[config.mk]
export PLATFORM = sky130hd
export DESIGN_NAME = bcd_mem_writer
export DESIGN_NICKNAME = d
export VERILOG_FILES = /design/src/rtl/bcd_mem_writer.sv
export SDC_FILE = /design/constraint.sdc
export NUM_CORES = 1
export LEC_CHECK = 0
export CORE_AREA = 10 10 101 103
export CTS_CLUSTER_DIAMETER = 50
export DETAILED_ROUTE_END_ITERATION = 10
export DIE_AREA = 0 0 111 113
export HOLD_SLACK_MARGIN = 0.03
export PLACE_DENSITY = 0.64
export SETUP_SLACK_MARGIN = 0.4
export SLEW_MARGIN = 0
export SYNTH_ARGS = -nofsm -noshare
export SYNTH_HDL_FRONTEND = slang
export SYNTH_SLANG_ARGS = --single-unit
[constraint.sdc]
create_clock -name clk -period 2.3 [get_ports clk]
set_clock_uncertainty 0.1 [all_clocks]
set_input_delay 0.46 -clock clk [delete_from_list [all_inputs] [get_ports clk]]
set_output_delay 0.46 -clock clk [all_outputs]
set_load 0.02 [all_outputs]
[src/rtl/bcd_mem_writer.sv]
// ---------------------------------------------------------------------------
// bcd_mem_writer
//
// Copies a snapshot of the seven BCD time/date fields into a downstream
// register file, one field per cycle, whenever the time counter asks for a
// refresh. A concurrent I2C read has priority over the write, so the current
// write is retried until the bus is free.
//
// Parameters:
//   BASE_ADDR    register-file address of the seconds field; the seven fields
//                occupy BASE_ADDR..BASE_ADDR+6, wrapping modulo 16.
//
// Optional build macro:
//   BCD_CHECK_EN when defined, every captured field is checked; a field with
//                any nibble above 9 is written as 8'h00 and bcd_err is set.
//                When undefined, fields pass unchanged and bcd_err is 0.
//
// Ports:
//   clk           system clock, rising edge
//   rst_n         asynchronous active-low reset
//   update_pulse  one-cycle refresh request from the time counter
//   sec_bcd .. year_bcd  BCD fields (sec, min, hour, day, date, month, year)
//   i2c_read_en   downstream read in progress; the write is not accepted
//   addr          register address of the current write
//   data_out      data of the current write
//   write_en      write request to the register mux
//   busy          refresh sequence in progress
//   done          one-cycle pulse after the last field is accepted
//   overrun       sticky: refresh requested while busy
//   bcd_err       sticky: invalid BCD field captured (BCD_CHECK_EN only)
// ---------------------------------------------------------------------------
module bcd_mem_writer #(
    parameter logic [3:0] BASE_ADDR = 4'h0
) (
    input  logic       clk,
    input  logic       rst_n,
    input  logic       update_pulse,
    input  logic [7:0] sec_bcd,
    input  logic [7:0] min_bcd,
    input  logic [7:0] hour_bcd,
    input  logic [7:0] day_bcd,
    input  logic [7:0] date_bcd,
    input  logic [7:0] month_bcd,
    input  logic [7:0] year_bcd,
    input  logic       i2c_read_en,
    output logic [3:0] addr,
    output logic [7:0] data_out,
    output logic       write_en,
    output logic       busy,
    output logic       done,
    output logic       overrun,
    output logic       bcd_err
);

    typedef enum logic {IDLE, WRITE} state_t;

    state_t          state, state_nxt;
    logic [2:0]      idx, idx_nxt;
    logic            pending, pending_nxt;
    logic [6:0][7:0] shadow, shadow_nxt;
    logic [6:0][7:0] fields_in;
    logic [6:0][7:0] fields_cap;
    logic [3:0]      addr_nxt;
    logic [7:0]      data_nxt;
    logic            we_nxt, busy_nxt, done_nxt, overrun_nxt;

`ifdef BCD_CHECK_EN
    logic            err_q, err_nxt, cap_err;

    function automatic logic bcd_ok(input logic [7:0] v);
        return (v[7:4] <= 4'd9) && (v[3:0] <= 4'd9);
    endfunction
`endif

    // Field order in the shadow file is also the write order.
    always_comb begin
        fields_in[0] = sec_bcd;
        fields_in[1] = min_bcd;
        fields_in[2] = hour_bcd;
        fields_in[3] = day_bcd;
        fields_in[4] = date_bcd;
        fields_in[5] = month_bcd;
        fields_in[6] = year_bcd;
    end

    always_comb begin
        fields_cap = fields_in;
`ifdef BCD_CHECK_EN
        cap_err = 1'b0;
        for (int i = 0; i < 7; i++) begin
            if (!bcd_ok(fields_in[i])) begin
                fields_cap[i] = 8'h00;
                cap_err       = 1'b1;
            end
        end
`endif
    end

    always_comb begin
        state_nxt   = state;
        idx_nxt     = idx;
        pending_nxt = pending;
        shadow_nxt  = shadow;
        addr_nxt    = addr;
        data_nxt    = data_out;
        we_nxt      = write_en;
        busy_nxt    = busy;
        done_nxt    = 1'b0;
        overrun_nxt = overrun;
`ifdef BCD_CHECK_EN
        err_nxt     = err_q;
`endif

        case (state)
            IDLE: begin
                we_nxt   = 1'b0;
                busy_nxt = 1'b0;
                if (update_pulse || pending) begin
                    // The first write goes out on the capture edge itself,
                    // so it is fed straight from the captured fields.
                    shadow_nxt  = fields_cap;
                    pending_nxt = 1'b0;
                    idx_nxt     = 3'd0;
                    state_nxt   = WRITE;
                    addr_nxt    = BASE_ADDR;
                    data_nxt    = fields_cap[0];
                    we_nxt      = 1'b1;
                    busy_nxt    = 1'b1;
`ifdef BCD_CHECK_EN
                    err_nxt     = err_q | cap_err;
`endif
                end
            end

            WRITE: begin
                // Requests during a sequence collapse into one pending refresh,
                // including one that lands on the final acceptance edge.
                if (update_pulse) begin
                    pending_nxt = 1'b1;
                    overrun_nxt = 1'b1;
                end
                // A read on the bus discards this write; everything holds and
                // write_en stays high so the same field is retried.
                if (!i2c_read_en) begin
                    if (idx == 3'd6) begin
                        state_nxt = IDLE;
                        we_nxt    = 1'b0;
                        busy_nxt  = 1'b0;
                        done_nxt  = 1'b1;
                    end else begin
                        idx_nxt  = idx + 3'd1;
                        addr_nxt = BASE_ADDR + {1'b0, idx_nxt};
                        data_nxt = shadow[idx_nxt];
                    end
                end
            end

            default: state_nxt = IDLE;
        endcase
    end

    always_ff @(posedge clk or negedge rst_n) begin
        if (!rst_n) begin
            state    <= IDLE;
            idx      <= 3'd0;
            pending  <= 1'b0;
            shadow   <= '0;
            addr     <= 4'h0;
            data_out <= 8'h00;
            write_en <= 1'b0;
            busy     <= 1'b0;
            done     <= 1'b0;
            overrun  <= 1'b0;
`ifdef BCD_CHECK_EN
            err_q    <= 1'b0;
`endif
        end else begin
            state    <= state_nxt;
            idx      <= idx_nxt;
            pending  <= pending_nxt;
            shadow   <= shadow_nxt;
            addr     <= addr_nxt;
            data_out <= data_nxt;
            write_en <= we_nxt;
            busy     <= busy_nxt;
            done     <= done_nxt;
            overrun  <= overrun_nxt;
`ifdef BCD_CHECK_EN
            err_q    <= err_nxt;
`endif
        end
    end

`ifdef BCD_CHECK_EN
    assign bcd_err = err_q;
`else
    assign bcd_err = 1'b0;
`endif

endmodule

Word level (Yosys, flattened, before mapping)

Index checks and enable logic that the tools add are counted.

Order comparisons: 1
Reductions and logical operators: 6
Add/sub/neg operators: 1
Muxes and demuxes: 27
Bitwise operators: 1
Eq/ne operators: 6

Operators by type and width:

| cell                                                       | count |
|---|---|
| two-way mux 8 bit                                          | 4 |
| binary-select mux 8 bit (select 3 bit)                     | 1 |
| case mux 8 bit (2 select lines)                            | 1 |
| two-way mux 4 bit                                          | 3 |
| two-way mux 1 bit                                          | 10 |
| two-way mux 3 bit                                          | 3 |
| != test 2 bit, second input constant                       | 4 |
| case mux 4 bit (2 select lines)                            | 1 |
| AND reduction 2 bit                                        | 4 |
| case mux 1 bit (2 select lines)                            | 3 |
| case mux 3 bit (2 select lines)                            | 1 |
| less-than comparator 3 x 4 -> 1 bit, second input constant | 1 |
| adder 3 x 1 -> 3 bit, second input constant                | 1 |
| == test 3 bit, second input constant                       | 1 |
| AND reduction 3 bit                                        | 1 |
| != test 2 x 1 -> 1 bit, second input constant              | 1 |
| logical OR 1 bit                                           | 1 |
| inverter 1 bit                                             | 1 |

Output and inout port bits: 17
Register bits after elaboration: 76
Logic and storage cells: 57

Depth between registers and ports, before layout

Depth after elaboration: 6
Mapped depth: 9
Mapped depth without buffers: 6

Worst setup path before layout

Ideal clock, no wire load.

Kind: register to register
Start: reg addr[0] (netlist name)
End: reg data_out[0]
Stages on the path, launching flop included: 10
Data required time: 2.122 ns
Data arrival time: 2.147 ns
Period minus slack after synthesis: 2.324 ns
Setup slack: -0.024 ns
Cells stage by stage: dfrtp_1 > buf_2 > inv_1 > ha_1 > buf_2 > clkbuf_1 > clkbuf_1 > a21oi_1 > a31o_2 > a21oi_1

RTL lines:

| what                 | line | text |
|---|---|---|
| end signal, assigned | 183  | `data_out <= data_nxt;` |
| end, declared        | 47   | `output logic [7:0] data_out,` |

==> reports/qor.csv <==
stage,metric,value,unit
status,status,completed,
route,ant_nets,0,
floorplan,fp.dieH,113,um
floorplan,rows,33,
yosys,synth_common_cells,"dfrtp_1 (72), mux2_2 (59), nand2_1 (21)",
clock_tree,root_buffer,clkbuf_8,
yosys,synthTopCellsByArea,"dfrtp_1 (55%), mux2_2 (20%), mux4_1 (4.0%)",
placement,routabilityCongestion,0.753,
yosys,yosysMostFrequentCell,dfrtp_1,
finish,finalInstanceArea,4560,um2
finish,num-nets-final,402,
worst_setup_path,crit_path_max_incr_delay,0.50,ns
yosys,yosys.area.top_type,dfrtp_1,
worst_setup_path,cp_slowest_cell,mux4_2,
clock_tree,clockBufferDepth,2,
finish,syn2layout_area_growth,38.3,%
placement,place_hpwl,5.71,mm
timing,grt_setup_unrepaired,true,
timing,worst_pin_slew,0.563,ns
worst_setup_path,crit_chain,"ha_4, xor2_4, buf_12, mux4_2, o221ai_2, a21oi_1",
power_and_ir_drop,p_leak,1.92,nW
clock_tree,clock-sinks,72,
power_and_ir_drop,swShare,35.3,%
clock_tree,clk_pin_slew,0.07,ns
route,routed_wl,7.71,mm
yosys,synth_edf_count,0,
yosys,yosysUniqueCellTypes,35,
finish,register_area,1810,um2
worst_setup_path,critPathTopFamily,multiplexers,
yosys,postSynth.asyncResetShare,100,%
grt,antenna_found_initial,0,
floorplan,dieArea,12500,um2
finish,nFillCells,711,
timing,slew_violations,0,
floorplan,core,8130,um2
finish,layoutNonFillerInstCount,450,
grt,grt_pass1_vias,2387,
finish,multiInputGateArea,1450,um2
grt,grt_start_max_net_pins,45,
route,dr.pass1.iters,4,
power_and_ir_drop,internal_power,0.00445,W
timing,setup_violations,0,
grt,use_met3,2.85,%
timing,hold_viol_final,0,
timing,fin_crit,1.95,ns
flow_run,cap_violations,0,
route,wire_per_inst,17.1,um
floorplan,io_pins,77,
placement,port_buffers,74,
worst_setup_path,arrival,2.07,ns
grt,gr-usage-met2,18.4,%
power_and_ir_drop,sequentialPowerShare,33.9,%
worst_setup_path,cp-start-kind,register,
yosys,syn_area,3290,um2
worst_setup_path,cp-end-kind,register,
yosys,synth_flop_cell,dfrtp_1,
route,drtIter0Drc,98,
grt,use_met1,16.6,%
worst_setup_path,crit_path_max_fanout,5,
power_and_ir_drop,combPwrFrac,51.3,%
route,routed_via_density,5.05,
power_and_ir_drop,clockPowerShare,14.9,%
route,drcViolationCount,0,
power_and_ir_drop,max-vdd-ir-drop,0.000606,V
grt,grt_use_total,12.3,%
floorplan,die_w,111,um
yosys,synth-seq-cells,72,
timing,relSlewSlack,62.5,%
grt,top_usage_layer,met2,
finish,drive_gt1_share,35.9,%
hold_path,hold_class,reg2reg,
clock_tree,clock_latency,0.34,ns
yosys,yosysWarnings,0,
timing,setup_ws,0.354,ns
grt,overflow,0,
worst_setup_path,crit_type,reg2reg,
clock_tree,cts_buffers,9,
floorplan,initial_core_util,40.5,%
finish,num_antenna_cells,0,
route,via_count,2271,
timing,min_period_over_period,84.6,%
yosys,synthCells,250,
clock_tree,cts_tree,built,
clock_tree,cts_max_level,3,
placement,dpl_cell_area,4260,um2
yosys,ys_seq_area_share,54.7,%
power_and_ir_drop,power_per_cell_area,1510,nW/um2
power_and_ir_drop,p_sw,0.00243,W
worst_setup_path,critical_path_required,2.42,ns
yosys,synth_top_area_share,54.7,%
yosys,avgSynthCellArea,13.2,um2
worst_setup_path,crit_buf_inv,1,
grt,grt_pass1_wl,12.6,mm
placement,dp.cells,426,
placement,place_ws,-0.0335,ns
timing,clock.fmax,514,MHz
==> power by group through the flow <==
| stage | combinational (W) | clock [W] | sequential [W] |
|---|---|---|---|
| 5_1_grt | 0.00385 | 0.00110 | 0.00241 |
| 6_report | 0.00353 | 0.00102 | 0.00233 |
| 3_3_place_gp | 0.00339 | 0 | 0.00233 |
| 4_1_cts | 0.00348 | 0.00105 | 0.00234 |
| 2_1_floorplan | 0.00243 | 0 | 0.00232 |
| 3_5_place_dp | 0.00344 | 0 | 0.00236 |
==> worst paths after layout <==
| path | startpoint | endpoint | slack, ns | cells after the start |
|---|---|---|---|---|
| worst max-delay path | addr[0] | data_out[1] | 0.35 | 6 |
| worst min-delay path | overrun | overrun | 0.37 | 1 |
| min in group asynchronous | rst_n | shadow[50] | 0.54 | 2 |
| max in group asynchronous | rst_n | shadow[4] | 0.99 | 3 |
| worst min register to register | overrun | overrun | 0.37 | 1 |
| worst max register to register | addr[0] | data_out[1] | 0.35 | 6 |
==> flip-flops by register name (all words and copies together) (netlist names) <==
register / cells
addr: 3
busy: 1
data_out: 8
done: 1
overrun: 1
pending: 1
shadow: 56
state: 1
==> final cells by class <==
| type | instances | area share (%) |
|---|---|---|
| flip-flops and latches | 72 | 39.7 |
| multi-input cells | 159 | 31.9 |
| repair buffers | 95 | 20.8 |
| clock buffers | 11 | 3.32 |
| well taps | 105 | 2.88 |
| clock inverters | 5 | 1.21 |
| inverters | 3 | 0.247 |
==> cells in the final DEF, fill, tap and decap left out, types with 3 or more instances in the layout <==
| master | netlist | routed |
|---|---|---|
| clkbuf_8 | 0 | 11 |
| or3_1 | 6 | 6 |
| nand2_1 | 21 | 21 |
| buf_12 | 0 | 4 |
| mux2_2 | 59 | 59 |
| o221ai_2 | 0 | 5 |
| nand3_1 | 5 | 5 |
| inv_1 | 3 | 3 |
| a31o_2 | 5 | 5 |
| dlygate4sd2_1 | 0 | 10 |
| o21ai_0 | 6 | 6 |
| nor2_1 | 6 | 5 |
| dfrtp_1 | 72 | 68 |
| buf_4 | 3 | 15 |
| a21oi_1 | 12 | 12 |
| dlymetal6s2s_1 | 0 | 4 |
| dfrtp_2 | 0 | 4 |
| mux4_2 | 1 | 6 |
| clkdlybuf4s50_1 | 0 | 59 |
==> stage by stage <==
stage | TNS [ns] | utilization (%) | total power [W] | hold WS (ns)
2_1_floorplan | 0 | - | 0.00476 | 0.0644
3_3_place_gp | 0 | 52.4 | 0.00572 | 0.343
3_5_place_dp | -0.0335 | 52.4 | 0.00580 | 0.349
4_1_cts | 0 | 55.4 | 0.00687 | 0.369
5_1_grt | 0 | 56.0 | 0.00736 | 0.385
6_report | 0 | 56.0 | 0.00688 | 0.367
==> cell families (layout without fill, tap and decap cells) <==
| group | Yosys count | count (layout) | synth area share [%] |
|---|---|---|---|
| buffers and inverters | 20 | 114 | 3.15 |
| DFF | 72 | 72 | 54.7 |
| AOI/OAI and AO/OA | 43 | 43 | 9.04 |
| other | 1 | 2 | 0.114 |
| muxes | 65 | 65 | 24.8 |
| adders and majority gates | 2 | 2 | 0.759 |
| and+or+nand+nor | 45 | 45 | 6.30 |
| xor gates and xnor gates | 2 | 2 | 1.10 |
==> layer usage <==
| metal | share of wire [%] | vias to the layer above | wire (um) |
|---|---|---|---|
| li1 | - | 1087 | - |
| met1 | 47 | 1118 | 3630 |
| met2 | 46 | 57 | 3580 |
| met3 | 4.9 | 9 | 375 |
| met4 | 1.6 | 0 | 120 |
| met5 | 0 | - | 0 |
==> worst reg2reg max path, stage by stage, from the launching register on <==
cell and delay, ns:
dfrtp_2 0.45, ha_4 0.19, xor2_4 0.23, buf_12 0.16
mux4_2 0.50, o221ai_2 0.14, a21oi_1 0.05
==> what timing repair did <==
action                                 4_1_cts  5_1_grt
pin swaps                                    0        2
gates resized for setup                     15        8
endpoints found under the hold margin       33        0
hold buffers                                 1        0
setup endpoints to repair                   20       13
buffers inserted                             3        4
(Power assumes the default switching activity.)
